<file path="src/rtl/mult_rr_arbiter_pkg.sv">
// Shared constants for the two-client multiplier arbiter.
// Client indices and default datapath widths.
package mult_rr_arbiter_pkg;

    localparam int CLIENT0   = 0;
    localparam int CLIENT1   = 1;
    localparam int W_DEF     = 8;
    localparam int CNT_W_DEF = 16;
    localparam int PW_DEF    = 2 * W_DEF;

endpackage

</file>
<file path="src/rtl/mult_rr_arbiter_mult.sv">
// Combinational unsigned multiplier for the shared datapath.
// Full-width product, no truncation.
module mult #(
    parameter int W = 8
) (
    input  logic [W-1:0]   a,
    input  logic [W-1:0]   b,
    output logic [2*W-1:0] p
);

    // Zero-extend operands so the product is formed at full width
    assign p = {{W{1'b0}}, a} * {{W{1'b0}}, b};

endmodule

</file>
<file path="src/rtl/mult_rr_arbiter_rr_arb2.sv">
// Two-way round-robin grant logic.
// Owns the pointer to the most recently granted client.
module rr_arb2 (
    input  logic CLK,
    input  logic RST,
    input  logic elig0,
    input  logic elig1,
    output logic grant0,
    output logic grant1
);

    logic last_q;
    logic last_d;

    // Grant the sole eligible client, or on a tie the one not served last
    always_comb begin
        grant0 = elig0 && (!elig1 || last_q);
        grant1 = elig1 && (!elig0 || !last_q);
        last_d = last_q;
        if (grant0) begin
            last_d = 1'b0;
        end else if (grant1) begin
            last_d = 1'b1;
        end
    end

    // Pointer starts at client 1 so client 0 wins the first tie
    always_ff @(posedge CLK) begin
        if (RST) begin
            last_q <= 1'b1;
        end else begin
            last_q <= last_d;
        end
    end

endmodule

</file>
<file path="src/rtl/mult_rr_arbiter.sv">
// Two-client round-robin sequencer for the shared multiplier.
// Grant -> issue register -> multiply -> per-client result register.
module mult_rr_arbiter
    import mult_rr_arbiter_pkg::*;
#(
    parameter int W     = W_DEF,
    parameter int CNT_W = CNT_W_DEF
) (
    input  logic             CLK,
    input  logic             RST,
    input  logic             EN,
    input  logic             REQ0,
    input  logic [W-1:0]     A0,
    input  logic [W-1:0]     B0,
    output logic             ACK0,
    output logic [2*W-1:0]   X0,
    output logic             X0_VALID,
    input  logic             X0_RDY,
    input  logic             REQ1,
    input  logic [W-1:0]     A1,
    input  logic [W-1:0]     B1,
    output logic             ACK1,
    output logic [2*W-1:0]   X1,
    output logic             X1_VALID,
    input  logic             X1_RDY,
    output logic             BUSY,
    output logic [CNT_W-1:0] CNT0,
    output logic [CNT_W-1:0] CNT1
);

    localparam logic TAG0 = 1'(CLIENT0);
    localparam logic TAG1 = 1'(CLIENT1);

    logic             op_valid_q, op_valid_d;
    logic             op_tag_q, op_tag_d;
    logic [W-1:0]     op_a_q, op_a_d;
    logic [W-1:0]     op_b_q, op_b_d;
    logic [2*W-1:0]   x0_q, x0_d;
    logic [2*W-1:0]   x1_q, x1_d;
    logic             x0_valid_q, x0_valid_d;
    logic             x1_valid_q, x1_valid_d;
    logic [CNT_W-1:0] cnt0_q, cnt0_d;
    logic [CNT_W-1:0] cnt1_q, cnt1_d;

    logic           inflight0, inflight1;
    logic           elig0, elig1;
    logic           grant0, grant1;
    logic           wr0, wr1;
    logic           drain0, drain1;
    logic [2*W-1:0] prod;

    // A client may be granted only if its slot is empty or draining now
    always_comb begin
        inflight0 = op_valid_q && (op_tag_q == TAG0);
        inflight1 = op_valid_q && (op_tag_q == TAG1);
        elig0 = EN && REQ0 && !inflight0 && (!x0_valid_q || X0_RDY);
        elig1 = EN && REQ1 && !inflight1 && (!x1_valid_q || X1_RDY);
    end

    rr_arb2 u_arb (
        .CLK    (CLK),
        .RST    (RST),
        .elig0  (elig0),
        .elig1  (elig1),
        .grant0 (grant0),
        .grant1 (grant1)
    );

    mult #(.W(W)) u_mult (
        .a (op_a_q),
        .b (op_b_q),
        .p (prod)
    );

    // Issue stage captures the granted client's operands
    always_comb begin
        op_valid_d = grant0 || grant1;
        op_tag_d   = op_tag_q;
        op_a_d     = op_a_q;
        op_b_d     = op_b_q;
        if (grant0) begin
            op_tag_d = TAG0;
            op_a_d   = A0;
            op_b_d   = B0;
        end else if (grant1) begin
            op_tag_d = TAG1;
            op_a_d   = A1;
            op_b_d   = B1;
        end
    end

    // Result slots: a landing write wins over a same-edge drain
    always_comb begin
        wr0        = op_valid_q && (op_tag_q == TAG0);
        wr1        = op_valid_q && (op_tag_q == TAG1);
        drain0     = x0_valid_q && X0_RDY;
        drain1     = x1_valid_q && X1_RDY;
        x0_d       = wr0 ? prod : x0_q;
        x1_d       = wr1 ? prod : x1_q;
        x0_valid_d = wr0 || (x0_valid_q && !X0_RDY);
        x1_valid_d = wr1 || (x1_valid_q && !X1_RDY);
        cnt0_d     = drain0 ? cnt0_q + CNT_W'(1) : cnt0_q;
        cnt1_d     = drain1 ? cnt1_q + CNT_W'(1) : cnt1_q;
    end

    // Pipeline, result and counter registers
    always_ff @(posedge CLK) begin
        if (RST) begin
            op_valid_q <= 1'b0;
            op_tag_q   <= 1'b0;
            op_a_q     <= '0;
            op_b_q     <= '0;
            x0_q       <= '0;
            x1_q       <= '0;
            x0_valid_q <= 1'b0;
            x1_valid_q <= 1'b0;
            cnt0_q     <= '0;
            cnt1_q     <= '0;
        end else begin
            op_valid_q <= op_valid_d;
            op_tag_q   <= op_tag_d;
            op_a_q     <= op_a_d;
            op_b_q     <= op_b_d;
            x0_q       <= x0_d;
            x1_q       <= x1_d;
            x0_valid_q <= x0_valid_d;
            x1_valid_q <= x1_valid_d;
            cnt0_q     <= cnt0_d;
            cnt1_q     <= cnt1_d;
        end
    end

    assign ACK0     = grant0;
    assign ACK1     = grant1;
    assign X0       = x0_q;
    assign X1       = x1_q;
    assign X0_VALID = x0_valid_q;
    assign X1_VALID = x1_valid_q;
    assign CNT0     = cnt0_q;
    assign CNT1     = cnt1_q;
    assign BUSY     = op_valid_q || x0_valid_q || x1_valid_q;

endmodule

</file>
<file path="config.mk">
export PLATFORM = sky130hd
export DESIGN_NAME = mult_rr_arbiter
export DESIGN_NICKNAME = d
export VERILOG_FILES = /design/src/rtl/mult_rr_arbiter_pkg.sv /design/src/rtl/mult_rr_arbiter_mult.sv /design/src/rtl/mult_rr_arbiter_rr_arb2.sv /design/src/rtl/mult_rr_arbiter.sv
export SDC_FILE = /design/constraint.sdc
export NUM_CORES = 1
export LEC_CHECK = 0
export CORE_UTILIZATION = 26
export CTS_CLUSTER_SIZE = 14
export DETAILED_ROUTE_END_ITERATION = 12
export MAX_ROUTING_LAYER = met4
export SYNTH_ARGS = -nofsm -noshare
export SYNTH_HDL_FRONTEND = slang
export SYNTH_HIERARCHICAL = 1
export SYNTH_SLANG_ARGS = --single-unit
</file>
<file path="constraint.sdc">
create_clock -name CLK -period 10.8 [get_ports CLK]
set_input_delay 1.08 -clock CLK [delete_from_list [all_inputs] [get_ports CLK]]
set_output_delay 1.08 -clock CLK [all_outputs]
set_load 0.01 [all_outputs]
</file>
==> run_results.csv, run 1 <==
group,metric,value,unit
run_status,outcome,"finished, final reports clean",
setup_path,endpoint_kind,"primary output",
timing,rsz0062_at_grt,"false",
routing,wl_per_cell,12.92,um
clocking,cts_resized,0,
floorplan,die_h,149.2,um
pwr,leakagePower,2.919,nW
pwr,peakVddDrop,0.06267,mV
setup_path,worstSetupPathType,"in2out",
routing,wl,13470,um
grt,grt_max_degree,87,
timing,fmax,209.7,MHz
clocking,htree_num_levels,3,
clocking,cts.reportedPaths.clkPinSlew,0.06,ns
floorplan,initial_core_util,26.65,%
timing,post-route-period-util,44.16,%
routing,dr.pass1.iters,4,
job,max_cap_violations,0,
routing,vias,4636,
placement,dp_hpwl,10200,um
logic_synthesis,yosysWarnings,6,
setup_path,worst-path-buf-inv,3,
pwr,p_int,0.5223,mW
layout,fin_nets,876,
clocking,cts.path.max_buffers,2,
clocking,cts_tree,"yes",
timing,min_period,4.770,ns
grt,grt_util_all_layers,12.70,%
pwr,swShare,26.22,%
setup_path,timing.rr.start,"op_b_q[6]$_SDFFE_PP0P_",
floorplan,die_w,149.2,um
timing,skew,0.008364,ns
setup_path,path_cells,"clkdlybuf4s50_1 > inv_1 > a21oi_1 > and3_1 > and2_1 > clkdlybuf4s50_1",
grt,gr-total-overflow,0,
timing,tightest_slew,1.089,ns
setup_path,cp-start-kind,"input pin",
timing,slew_headroom,27.40,%
floorplan,core,0.02115,sq mm
setup_path,crit_top_cell,"clkdlybuf4s50_1",
timing,hold_viol,0,
setup_path,cpMaxStageDelayCell,"and2_1",
floorplan,row_count,53,
hold_path,hp-start,"X1[4]$_SDFFE_PP0P_",
pwr,switchingPower,0.1856,mW
clocking,cts_root_buf,"clkbuf_16",
timing,setup_tns,0,ns
logic_synthesis,synth-seq-area-share,30.19,%
grt,grt_pass1_wl,21890,um
clocking,clock_latency,0.35,ns
placement,portBuffers,107,
setup_path,startpoint,"X1_RDY",
pwr,p_comb_share,12.6,%
logic_synthesis,async_flop_share,0,%
setup_path,cp_max_fo,19,
logic_synthesis,syn_avg_cell_area,8.451,sq um
logic_synthesis,netlist_area,0.005637,sq mm
logic_synthesis,synthesis.nets,780,
pwr,power,0.7079,mW
routing,drt_iter0_markers,187,
layout,final_common_cell,"clkdlybuf4s50_1",
timing,final_max_slew_viol_count,0,
logic_synthesis,synth_edf_count,0,
logic_synthesis,yosys.cell_types.count,50,
timing,setup_violations,0,
routing,drc,0,
setup_path,arrival,3.69,ns
logic_synthesis,ys.flop_type,"dfxtp_1",
layout,most-common-layout-cells,"clkdlybuf4s50_1, nand2_1, dfxtp_1",
grt,grt_pass1_vias,4271,
logic_synthesis,synth_cells,667,
clocking,cts_setup_buffers,0,
clocking,cts_buffers,9,
logic_synthesis,synth_seq_cells,85,
pwr,pwr-share-seq,47.2,%
clocking,cts_hold_buf,0,
floorplan,die_area,0.02227,sq mm
setup_path,cp_data_required_time,9.72,ns
routing,viasPerCell,4.449,
pwr,clkPwrFrac,40.2,%
layout,area.growth.synth_to_final,28.04,%
placement,place.gp.congestion,0.8146,
grt,antenna_found_initial,0,
layout,drive_above_1_share,4.563,%
setup_path,crit_family,"buffers and inverters",
clocking,cts.sinks,85,
routing,drtAntennaViolNets,0,
pwr,p_per_area,98.08,mW/mm^2
setup_path,slowest_delay,0.86,ns
layout,antenna_cells,0,
floorplan,io_pins,108,
hold_path,hold_class,"reg2reg",
sequential cells by signal, indices dropped and copies added, names as in the netlist:
register      count
op_valid_q        1
op_tag_q          1
X1_VALID          1
CNT0             16
X0               16
op_b_q            8
op_a_q            8
X1               16
u_arb/last_q      1
X0_VALID          1
CNT1             16
tightest hold or removal path, stage by stage, from the launching register on:
cell and delay (ns):
dfxtp_1 0.31, nand2_1 0.05, a21oi_1 0.05
final cells by class:
| type | instances | area, sq um |
|---|---|---|
| well taps | 275 | 344.1 |
| repair buffers | 110 | 1089 |
| clock buffers | 11 | 242.7 |
| inverters | 54 | 202.7 |
| multi-input cells | 503 | 3612 |
| fillers | 2176 | 13940 |
| flip-flops and latches | 85 | 1702 |
| clock inverters | 4 | 25.02 |
power groups by stage:
stage	combinational, mW	clock [mW]	sequential, mW
2_1_floorplan	0.0569	0	0.336
3_3_place_gp	0.0890	0	0.341
3_5_place_dp	0.0891	0	0.341
4_1_cts	0.0903	0.295	0.334
5_1_grt	0.102	0.310	0.335
6_report	0.0894	0.284	0.334
routing by layer:
layer / share of wire, % / vias to the layer above / track usage, %
met5: 0 / - / -
met4: 1.1 / 0 / 3.673
met3: 2.8 / 12 / 1.988
met2: 41 / 83 / 17.58
met1: 55 / 2140 / 18.68
li1: - / 2401 / -
Yosys cell counts (2+ instances only):
cell / number / area [sq um]
or4_1: 4 / 30.03
xor2_1: 18 / 157.7
nor4_1: 3 / 18.77
or3_1: 5 / 31.28
clkbuf_1: 18 / 67.56
nand2b_1: 2 / 12.51
nor3_1: 4 / 20.02
xnor2_1: 11 / 96.34
nand2_1: 103 / 386.6
nand4_1: 12 / 75.07
a21o_1: 2 / 15.01
fa_1: 36 / 720.7
a21oi_4: 2 / 32.53
ha_1: 38 / 475.5
inv_1: 54 / 202.7
a21oi_2: 2 / 17.52
and4_1: 6 / 52.55
o21a_1: 3 / 22.52
o31ai_1: 3 / 22.52
and2_1: 49 / 306.5
nand3_1: 18 / 90.09
o211ai_2: 3 / 37.54
mux2i_1: 16 / 160.2
buf_6: 2 / 22.52
a21oi_1: 69 / 345.3
buf_2: 3 / 15.01
and3_1: 3 / 18.77
nor2_1: 63 / 236.5
dfxtp_1: 85 / 1702
o21ai_0: 10 / 50.05
stage by stage:
step	utilization [%]	instances	setup WS (ns)	hold slack, ns	instance area, sq um
global route	34.12	1042	5.842	0.4657	7217
CTS	34.12	1042	5.993	0.4547	7217
global placement	32.85	1027	6.012	0.4432	6949
finish	34.12	1042	6.030	0.4529	7217
detailed placement	32.85	1027	5.993	0.4461	6949
floorplan	-	667	6.737	0.4725	5637
cell families after synthesis:
family          after synthesis  synth area share, %
xor+xnor                     29                4.506
fa+ha+maj                    74                21.22
flops                        85                30.19
simple gates                279                23.97
compound gates              105                11.48
mux                          16                2.841
buf+inv                      79                5.793
final timing paths:
kind	to	slack [ns]	cells after the start
setup / recovery	ACK1	6.03	6
hold / removal	X1[4]$_SDFFE_PP0P_	0.45	2
setup reg to reg	X1[15]$_SDFFE_PP0P_	6.35	14
hold reg to reg	X1[4]$_SDFFE_PP0P_	0.45	2
(Power assumes the default switching activity.)
==> run 2, diff against run 1 <==
- clock period: 10.8 -> 4 ns (I/O delays scaled with it)
==> run 2 against run 1 <==
Worst hold slack lost 0.00071 ns. Sequential power grew to 2.7 times the previous value. Clock power grew to 2.8 times the previous value. Core utilization grew 2.8 points. Sequential cell count is the same. Global-route usage grew 0.67 points. Register-to-register slack lost 6.3 ns. Wire length grew 3.7%. Largest cell class unchanged. Largest power group unchanged.
==> run_results.csv, run 2 (same netlist as run 1, synthesis figures left out) <==
group,metric,value,unit
grt,grt_pass1_vias,4561,
floorplan,io_pins,108,
setup_path,endpoint_kind,"flip-flop",
setup_path,cp_max_fo,6,
timing,min_period,3.970,ns
routing,vias,4832,
clocking,cts_root_buf,"clkbuf_16",
layout,final_util,36.96,%
layout,multi_input_area,0.003762,sq mm
hold_path,hold_class,"reg2reg",
pwr,peakVddDrop,0.1805,mV
layout,fill_cells,2155,
clocking,cts_tree,"yes",
timing,rsz0062_at_grt,"true",
hold_path,hp-start,"X1[4]$_SDFFE_PP0P_",
grt,antenna_found_initial,0,
layout,final_common_cell,"clkdlybuf4s50_1",
routing,wl_per_cell,12.72,um
clocking,clock_latency,0.35,ns
grt,grt_pass1_wl,23120,um
layout,antenna_cells,0,
floorplan,die_h,149.2,um
floorplan,initial_core_util,26.65,%
run_status,outcome,"finished, final reports clean",
layout,stdcell_count,1098,
layout,most-common-layout-cells,"clkdlybuf4s50_1, nand2_1, dfxtp_1",
floorplan,die_area,0.02227,sq mm
routing,viasPerCell,4.401,
routing,wl_met2,5830,um
setup_path,arrival,4.25,ns
floorplan,row_count,53,
clocking,cts.reportedPaths.clkPinSlew,0.07,ns
setup_path,r2r-end,"X1[14]$_SDFFE_PP0P_",
grt,gr-total-overflow,0,
grt,grt_util_all_layers,13.37,%
setup_path,r2r_cells,17,
pwr,power,1.996,mW
timing,slew_headroom,53.89,%
routing,drc,0,
clocking,cts.path.max_buffers,2,
pwr,p_per_area,255.3,mW/mm^2
setup_path,cp_data_required_time,4.28,ns
clocking,cts_hold_buf,0,
placement,portBuffers,107,
hold_path,holdPathEnd,"X1[4]$_SDFFE_PP0P_",
routing,drt_iter0_markers,166,
pwr,clkPwrFrac,39.4,%
placement,dp.cells,1079,
hold_path,holdPathStages,2,
routing,wl,13970,um
routing,wl_met1,7524,um
routing,top_layer,"met4",
clocking,htree_num_levels,3,
routing,drtAntennaViolNets,0,
timing,tightest_slew,0.6916,ns
timing,hold_viol,0,
clocking,cts_buffers,9,
grt,grt_max_degree,64,
setup_path,timing.rr.start,"op_a_q[3]$_SDFFE_PP0P_",
pwr,leakagePower,3.204,nW
setup_path,reg2reg_slack,0.03,ns
pwr,p_int,1.452,mW
layout,area.growth.synth_to_final,38.71,%
timing,final_max_slew_viol_count,0,
pwr,p_comb_share,16.1,%
placement,place.gp.congestion,0.8645,
floorplan,die_w,149.2,um
routing,dr.pass1.iters,4,
routing,wl_met3,468,um
pwr,swShare,27.24,%
timing,setup_violations,0,
placement,dp_hpwl,10940,um
pwr,switchingPower,0.5437,mW
timing,skew,0.006468,ns
timing,fmax,251.9,MHz
setup_path,worstSetupPathType,"reg2reg",
job,max_cap_violations,0,
pwr,pwr-share-seq,44.5,%
layout,fin_nets,931,
floorplan,core,0.02115,sq mm
setup_path,cp-start-kind,"flip-flop",
timing,post-route-period-util,99.26,%
layout,layout.area.seq,0.001729,sq mm
layout,drive_above_1_share,15.80,%
clocking,cts.sinks,85,
## run 2: cell type report
class,count,area share (%)
clock buffer,10,2.928
clock inverter,6,0.5921
inverter,54,2.592
multi-input combinational,503,48.12
sequential,85,22.12
tap,275,4.401
timing repair buffer,165,19.25
## run 2: power groups by stage
stage | logic [mW] | clock network, mW | registers (mW)
final | 0.321 | 0.787 | 0.888
after global routing | 0.359 | 0.847 | 0.891
after CTS | 0.319 | 0.817 | 0.889
after detailed placement | 0.304 | 0 | 0.908
after global placement | 0.302 | 0 | 0.907
after floorplan | 0.158 | 0 | 0.906
## run 2: repair_timing
item / 4_1_cts / 5_1_grt
setup endpoints to repair: 16 / 16
pin swaps: 25 / 22
resized for setup: 32 / 12
hold endpoints to repair: 0 / 0
buffers inserted: 3 / 0
## run 2: layer usage
metal | vias up | track usage (%)
li1 | 2507 | -
met1 | 2225 | 19.34
met2 | 89 | 18.84
met3 | 11 | 2.080
met4 | 0 | 4.082
met5 | - | -
## run 2: worst max-delay path, stage by stage (launching register included)
cell	delay [ns]
dfxtp_4	0.36
and2_4	0.14
fa_1	0.53
inv_1	0.05
fa_1	0.51
inv_2	0.04
fa_1	0.47
inv_1	0.05
fa_1	0.49
inv_2	0.04
ha_4	0.28
o211ai_2	0.10
o21a_1	0.20
o21ai_2	0.13
a31oi_1	0.10
xnor2_1	0.20
nand2_1	0.07
a21oi_1	0.14
## run 2: worst max path at each step
stage                                 startpoint             endpoint
after floorplan           op_b_q[4]$_SDFFE_PP0P_  X1[14]$_SDFFE_PP0P_
final                     op_a_q[3]$_SDFFE_PP0P_  X1[14]$_SDFFE_PP0P_
after global placement    op_b_q[6]$_SDFFE_PP0P_  X0[15]$_SDFFE_PP0P_
after CTS                 op_a_q[3]$_SDFFE_PP0P_  X1[15]$_SDFFE_PP0P_
after global routing      op_b_q[4]$_SDFFE_PP0P_  X1[14]$_SDFFE_PP0P_
after detailed placement  op_a_q[3]$_SDFFE_PP0P_  X1[15]$_SDFFE_PP0P_
## run 2: per-stage QoR
step / setup TNS, ns / hold slack [ns] / instance area (sq um) / worst slack, ns
3_3_place_gp: -1.053 / 0.4434 / 7368 / -0.1434
4_1_cts: -0.02812 / 0.4573 / 7775 / -0.02652
2_1_floorplan: 0 / 0.4725 / 5665 / 0.01559
5_1_grt: -1.571 / 0.4694 / 7819 / -0.1987
6_report: 0 / 0.4521 / 7819 / 0.02957
3_5_place_dp: -1.637 / 0.4480 / 7368 / -0.1743
